`config.mk`:
```
export PLATFORM = sky130hd
export DESIGN_NAME = bcd_seq_display_driver
export DESIGN_NICKNAME = d
export VERILOG_FILES = /design/src/rtl/bcd_seq_display_driver.sv
export SDC_FILE = /design/constraint.sdc
export NUM_CORES = 1
export LEC_CHECK = 0
export BUFFER_PORTS_ARGS = -buffer_cell sky130_fd_sc_hd__buf_2
export CORE_MARGIN = 2
export CORE_UTILIZATION = 30
export DETAILED_ROUTE_END_ITERATION = 10
export SETUP_SLACK_MARGIN = 0.05
export SLEW_MARGIN = 20
export SYNTH_ARGS = -nofsm -noshare
export SYNTH_HDL_FRONTEND = slang
export SYNTH_SLANG_ARGS = --single-unit
export TNS_END_PERCENT = 100
```
`constraint.sdc`:
```
create_clock -name clk -period 3.35 [get_ports clk]
set_input_delay 0.67 -clock clk [delete_from_list [all_inputs] [get_ports clk]]
set_output_delay 0.67 -clock clk [all_outputs]
set_load 0.01 [all_outputs]
```
`src/rtl/bcd_seq_display_driver.sv`:
```
// -----------------------------------------------------------------------------
// bcd_seq_display_driver
//
// Converts a binary value to packed BCD with an iterative double-dabble engine
// (one add-3/shift step per clock), then drives DIGITS active-low 7-segment
// displays from the result. Supports optional two's-complement input (the
// leftmost digit then carries the minus sign) and leading-zero blanking.
//
// Ports
//   clk       in   1            system clock, rising edge
//   rst       in   1            synchronous reset, active-high
//   start     in   1            request conversion of bin_in (taken only when idle)
//   bin_in    in   WIDTH        value to convert
//   busy      out  1            conversion in progress
//   done      out  1            one-cycle pulse: bcd_out/segments just updated
//   bcd_out   out  4*DIGITS     packed BCD of |value|, nibble [3:0] = units
//   negative  out  1            sign of last converted value (0 when !SIGNED)
//   segments  out  [0:7*DIGITS-1] big-endian; [0:6] = leftmost digit {a..g}
// -----------------------------------------------------------------------------
module bcd_seq_display_driver #(
  parameter int WIDTH         = 8,
  parameter int DIGITS        = 3,
  parameter int SIGNED        = 0,
  parameter int LEADING_BLANK = 1
) (
  input  logic                    clk,
  input  logic                    rst,
  input  logic                    start,
  input  logic [WIDTH-1:0]        bin_in,
  output logic                    busy,
  output logic                    done,
  output logic [4*DIGITS-1:0]     bcd_out,
  output logic                    negative,
  output logic [0:7*DIGITS-1]     segments
);

  localparam int CNT_W = (WIDTH > 2) ? $clog2(WIDTH) : 1;

  localparam logic [6:0] SEG_BLANK = 7'b1111111;
  localparam logic [6:0] SEG_MINUS = 7'b1111110;

  function automatic longint f_pow(input int base, input int expo);
    longint r;
    r = 1;
    for (int k = 0; k < expo; k++) r = r * base;
    return r;
  endfunction

  // The BCD scratch must be able to hold the largest magnitude; in signed
  // mode the leftmost digit is kept free for the sign.
  generate
    if (SIGNED == 0) begin : g_chk_unsigned
      if (!(f_pow(10, DIGITS) > f_pow(2, WIDTH) - 1)) begin : g_err
        $error("bcd_seq_display_driver: DIGITS too small for unsigned WIDTH");
      end
    end else begin : g_chk_signed
      if (!(f_pow(10, DIGITS - 1) > f_pow(2, WIDTH - 1))) begin : g_err
        $error("bcd_seq_display_driver: DIGITS too small for signed WIDTH");
      end
    end
  endgenerate

  // {a,b,c,d,e,f,g}, active-low
  function automatic logic [6:0] f_seg7(input logic [3:0] nib);
    logic [6:0] s;
    case (nib)
      4'd0:    s = 7'b0000001;
      4'd1:    s = 7'b1001111;
      4'd2:    s = 7'b0010010;
      4'd3:    s = 7'b0000110;
      4'd4:    s = 7'b1001100;
      4'd5:    s = 7'b0100100;
      4'd6:    s = 7'b0100000;
      4'd7:    s = 7'b0001111;
      4'd8:    s = 7'b0000000;
      4'd9:    s = 7'b0000100;
      default: s = SEG_BLANK;
    endcase
    return s;
  endfunction

  // Digit i occupies bits [7*i +: 7]; the leftmost digit sits in the top bits
  // so that it lands on segments[0:6] of the big-endian port.
  function automatic logic [7*DIGITS-1:0] f_display(input logic [4*DIGITS-1:0] bcd,
                                                    input logic                neg);
    logic [7*DIGITS-1:0] seg;
    logic                lead_zero;
    logic [3:0]          nib;
    seg       = '0;
    lead_zero = 1'b1;
    for (int i = DIGITS - 1; i >= 0; i--) begin
      nib       = bcd[4*i +: 4];
      lead_zero = lead_zero & (nib == 4'd0);
      if (SIGNED != 0 && i == DIGITS - 1 && neg)
        seg[7*i +: 7] = SEG_MINUS;
      else if (LEADING_BLANK != 0 && lead_zero && i != 0)
        seg[7*i +: 7] = SEG_BLANK;
      else
        seg[7*i +: 7] = f_seg7(nib);
    end
    return seg;
  endfunction

  typedef enum logic {S_IDLE, S_CONVERT} state_t;

  state_t                r_state;
  logic [CNT_W-1:0]      r_cnt;
  logic [WIDTH-1:0]      r_bin;
  logic [4*DIGITS-1:0]   r_bcd;
  logic                  r_sign;
  logic                  r_busy;
  logic                  r_done;
  logic [4*DIGITS-1:0]   r_bcd_out;
  logic                  r_neg;
  logic [7*DIGITS-1:0]   r_seg;

  logic                  w_sign;
  logic [WIDTH-1:0]      w_mag;
  logic [4*DIGITS-1:0]   w_bcd_adj;
  logic [4*DIGITS-1:0]   w_bcd_next;

  // Magnitude capture: negating the most negative value wraps to itself,
  // which read as unsigned is exactly its magnitude.
  always_comb begin
    w_sign = (SIGNED != 0) && bin_in[WIDTH-1];
    w_mag  = w_sign ? (-bin_in) : bin_in;
  end

  // One double-dabble step: add 3 to nibbles >= 5, then shift the next
  // binary bit into the BCD LSB.
  always_comb begin
    w_bcd_adj = r_bcd;
    for (int i = 0; i < DIGITS; i++) begin
      if (r_bcd[4*i +: 4] >= 4'd5) w_bcd_adj[4*i +: 4] = r_bcd[4*i +: 4] + 4'd3;
    end
    w_bcd_next = {w_bcd_adj[4*DIGITS-2:0], r_bin[WIDTH-1]};
  end

  always_ff @(posedge clk) begin
    if (rst) begin
      r_state   <= S_IDLE;
      r_cnt     <= '0;
      r_busy    <= 1'b0;
      r_done    <= 1'b0;
      r_bcd_out <= '0;
      r_neg     <= 1'b0;
      r_seg     <= f_display('0, 1'b0);
    end else begin
      r_done <= 1'b0;
      case (r_state)
        S_IDLE: begin
          if (start) begin
            r_bin   <= w_mag;
            r_sign  <= w_sign;
            r_bcd   <= '0;
            r_cnt   <= '0;
            r_busy  <= 1'b1;
            r_state <= S_CONVERT;
          end
        end
        S_CONVERT: begin
          r_bcd <= w_bcd_next;
          r_bin <= {r_bin[WIDTH-2:0], 1'b0};
          r_cnt <= r_cnt + 1'b1;
          // Last step: publish the result straight from the step logic.
          if (r_cnt == CNT_W'(WIDTH - 1)) begin
            r_bcd_out <= w_bcd_next;
            r_neg     <= r_sign;
            r_seg     <= f_display(w_bcd_next, r_sign);
            r_done    <= 1'b1;
            r_busy    <= 1'b0;
            r_state   <= S_IDLE;
          end
        end
        default: r_state <= S_IDLE;
      endcase
    end
  end

  assign busy     = r_busy;
  assign done     = r_done;
  assign bcd_out  = r_bcd_out;
  assign negative = r_neg;
  assign segments = r_seg;

endmodule

```
==> run_results.csv <==
group,metric,value,unit
run_status,status,"complete, no violations",
finish,final_net_count,396,
setup_path,path_class,"reg2reg",
sta,slew_headroom,52.9,%
global_routing,grt_max_degree,27,
logic_synthesis,synth-edff-count,20,
global_routing,antenna_found_initial,0,
flow_run,max_cap_violations,0,
clock_network,numCtsBuffers,9,
logic_synthesis,seq_area_frac_synth,45.5,%
detailed_routing,finalWirelength,6950,um
die,start_util,31.0,%
finish,design_area,0.00360,mm^2
finish,layout-drive-gt1-share,22.4,%
power,p_leak,1.44,nW
global_routing,grtUsageTotal,13.2,%
logic_synthesis,netlist_area,0.00303,mm^2
sta,slew_violations,0,
finish,multi_input_area,0.00153,mm^2
clock_network,clk_pin_slew_worst_paths,0.07,ns
clock_network,hold_buffers,0,
setup_path,cp_max_fo,6,
logic_synthesis,yosys.cell_count.top_type,"dfxtp_1",
power,irDropWorstVdd,0.000188,V
die,core,0.00977,mm^2
die,rows,36,
global_routing,grt_use_met1,18.3,%
clock_network,htreeDepth,3,
finish,fillerInstances,1030,
clock_network,cts_buffer_depth,2,
setup_path,r2r_slack,0.47,ns
detailed_routing,drt_iter0_drc,99,
logic_synthesis,yosysTopAreaCell,"dfxtp_1",
setup_path,endpoint_kind,"register",
placed_design,portBuffers,45,
logic_synthesis,synth.area.top_cells,"dfxtp_1, edfxtp_1, ha_1",
sta,hold_viol,0,
detailed_routing,vias,2502,
logic_synthesis,ys_types,62,
die,die_w,105,um
global_routing,grt.met3_usage,3.62,%
clock_network,clockRootBuffer,"clkbuf_8",
sta,setup_tns,0,ns
finish,syn_to_final_growth,18.6,%
clock_network,post_cts_buffers,0,
detailed_routing,drtPass1Iterations,6,
setup_path,worstPathRequired,3.58,ns
logic_synthesis,async_reset_ff_share,0,%
global_routing,grt_pass1_wl,11700,um
global_routing,first_global_vias,2356,
sta,fin_crit_sh,86.0,%
die,die_area,0.0109,mm^2
clock_network,insertion_delay,0.33,ns
logic_synthesis,synth_seq_cells,59,
setup_path,arrival,3.11,ns
placed_design,place_worst_setup_slack,0.512,ns
sta,layout_setup_ws,0.469,ns
sta,rsz0062_at_grt,"false",
detailed_routing,wire_per_inst,13.8,um
finish,antennaDiodeCount,0,
sta,worstMarginPinSlew,0.703,ns
logic_synthesis,yosysWarnings,0,
global_routing,busiest_layer,"met2",
finish,regArea,0.00138,mm^2
placed_design,gp_congestion,0.787,
clock_network,clock_sinks,59,
logic_synthesis,synthCells,321,
setup_path,cp-start-kind,"register",
logic_synthesis,synth_fp_nets,351,
sta,fin_worst_skew,0.00816,ns
clock_network,cts_tree,"built",
power,power_density,471,mW/mm^2
detailed_routing,vias_per_cell,4.96,
logic_synthesis,synth_top_area_share,25.7,%
die,die_y,105,um
global_routing,grt_util_met2,19.8,%
placed_design,dpl.hpwl,5130,um
detailed_routing,antenna_left,0,
global_routing,grt_remaining_overflow,0,
logic_synthesis,synthFlopType,"dfxtp_1",
sta,timing.fmax,0.347,GHz
detailed_routing,route.detailed.drc,0,
logic_synthesis,syn_avg_cell_area,9.45,um^2
worst_hold_path,hp-class,"reg2reg",
logic_synthesis,synthTopCellsByCount,"dfxtp_1, nand2_1, nor2_1",
clock_network,cts.repair.resized,0,
sta,final-setup-viol-count,0,
die,ios,47,
placed_design,dpl_cell_area,0.00339,mm^2
finish,fin_util,36.8,%
sta,period_minus_slack,2.88,ns
cells by family (layout without fill, tap and decap cells):
logic type      Yosys count  count (layout)  share of synthesized area (%)
compound gates           89              89                           20.9
xor+xnor                  3               3                           1.11
fa+ha+maj                19              19                           7.84
buf+inv                  31              81                           4.08
flops                    59              59                           45.5
mux                      10              10                           3.59
other cells               1               1                          0.124
simple gates            109             109                           16.8
state kept, by name, indices dropped and copies added (netlist names):
signal    count
r_cnt         3
bcd_out      12
busy          1
done          1
r_bin         8
r_bcd        12
segments     21
r_state       1
routing by layer:
layer  vias to the layer above  wire length [um]
met1                      1187              3390
met5                         -                 0
met2                        68              3180
li1                       1244                 -
met3                         3               356
met4                         0                19
area by class of cell:
class,instances,area share (%)
sequential,59,38.4
multi-input combinational,231,42.5
tap,133,4.63
inverter,15,1.57
timing repair buffer,50,7.30
clock inverter,5,1.70
clock buffer,11,3.93
cell usage in the layout (no fill, tap or decap), types with 2 or more instances in the layout:
master	synthesis	layout
or3_1	2	2
and2_1	4	4
nand2b_1	8	8
nand3_1	2	2
nand4_1	2	2
mux2_2	7	7
nor2b_1	2	2
mux2i_1	3	3
a311oi_1	2	2
o221ai_1	2	2
a211oi_1	8	8
xnor2_1	2	2
edfxtp_1	20	20
nor2_1	37	37
a21o_1	2	2
o32ai_1	2	2
o211a_1	2	2
a22oi_1	5	5
o22a_1	5	5
clkbuf_8	0	10
a31oi_1	2	2
dfxtp_1	39	39
o21ai_0	16	16
ha_1	19	19
buf_4	1	5
a2bb2oi_1	2	2
nor3b_1	6	6
clkinv_4	0	2
o21ai_1	2	2
a21oi_1	21	21
nand2_1	37	37
nor3_1	2	2
inv_1	14	14
buf_2	3	45
per-stage QoR:
step | instances | total power, W | hold WS (ns)
3_5_place_dp | 488 | 0.00104 | 0.445
6_report | 504 | 0.00170 | 0.451
5_1_grt | 504 | 0.00178 | 0.487
4_1_cts | 504 | 0.00171 | 0.454
3_3_place_gp | 488 | 0.00104 | 0.444
2_1_floorplan | 321 | 0.000982 | 0.481
critical path: stages, from the launching register on:
cell,delay (ns)
edfxtp_1,0.48
inv_1,0.08
ha_1,0.25
nand2b_2,0.12
or2b_1,0.23
o21ai_1,0.36
inv_1,0.17
ha_1,0.25
and2_1,0.17
o2111a_1,0.15
or3_1,0.34
o22a_1,0.17
worst paths after layout:
path	from	endpoint	cells after the start
min	bcd_out[0]$_SDFFE_PP0P_	bcd_out[0]$_SDFFE_PP0P_	2
max reg2reg	r_bcd[0]$_SDFFCE_PN0P_	segments[8]$_SDFFE_PP1P_	11
min reg2reg	bcd_out[0]$_SDFFE_PP0P_	bcd_out[0]$_SDFFE_PP0P_	2
max	r_bcd[0]$_SDFFCE_PN0P_	segments[8]$_SDFFE_PP1P_	11
report_power, final:
part | switching, W | internal (W)
combinational | 0.000152 | 0.0000917
clock | 0.000297 | 0.000367
sequential | 0.0000237 | 0.000764
No activity file was read; power rests on OpenSTA's default activity.
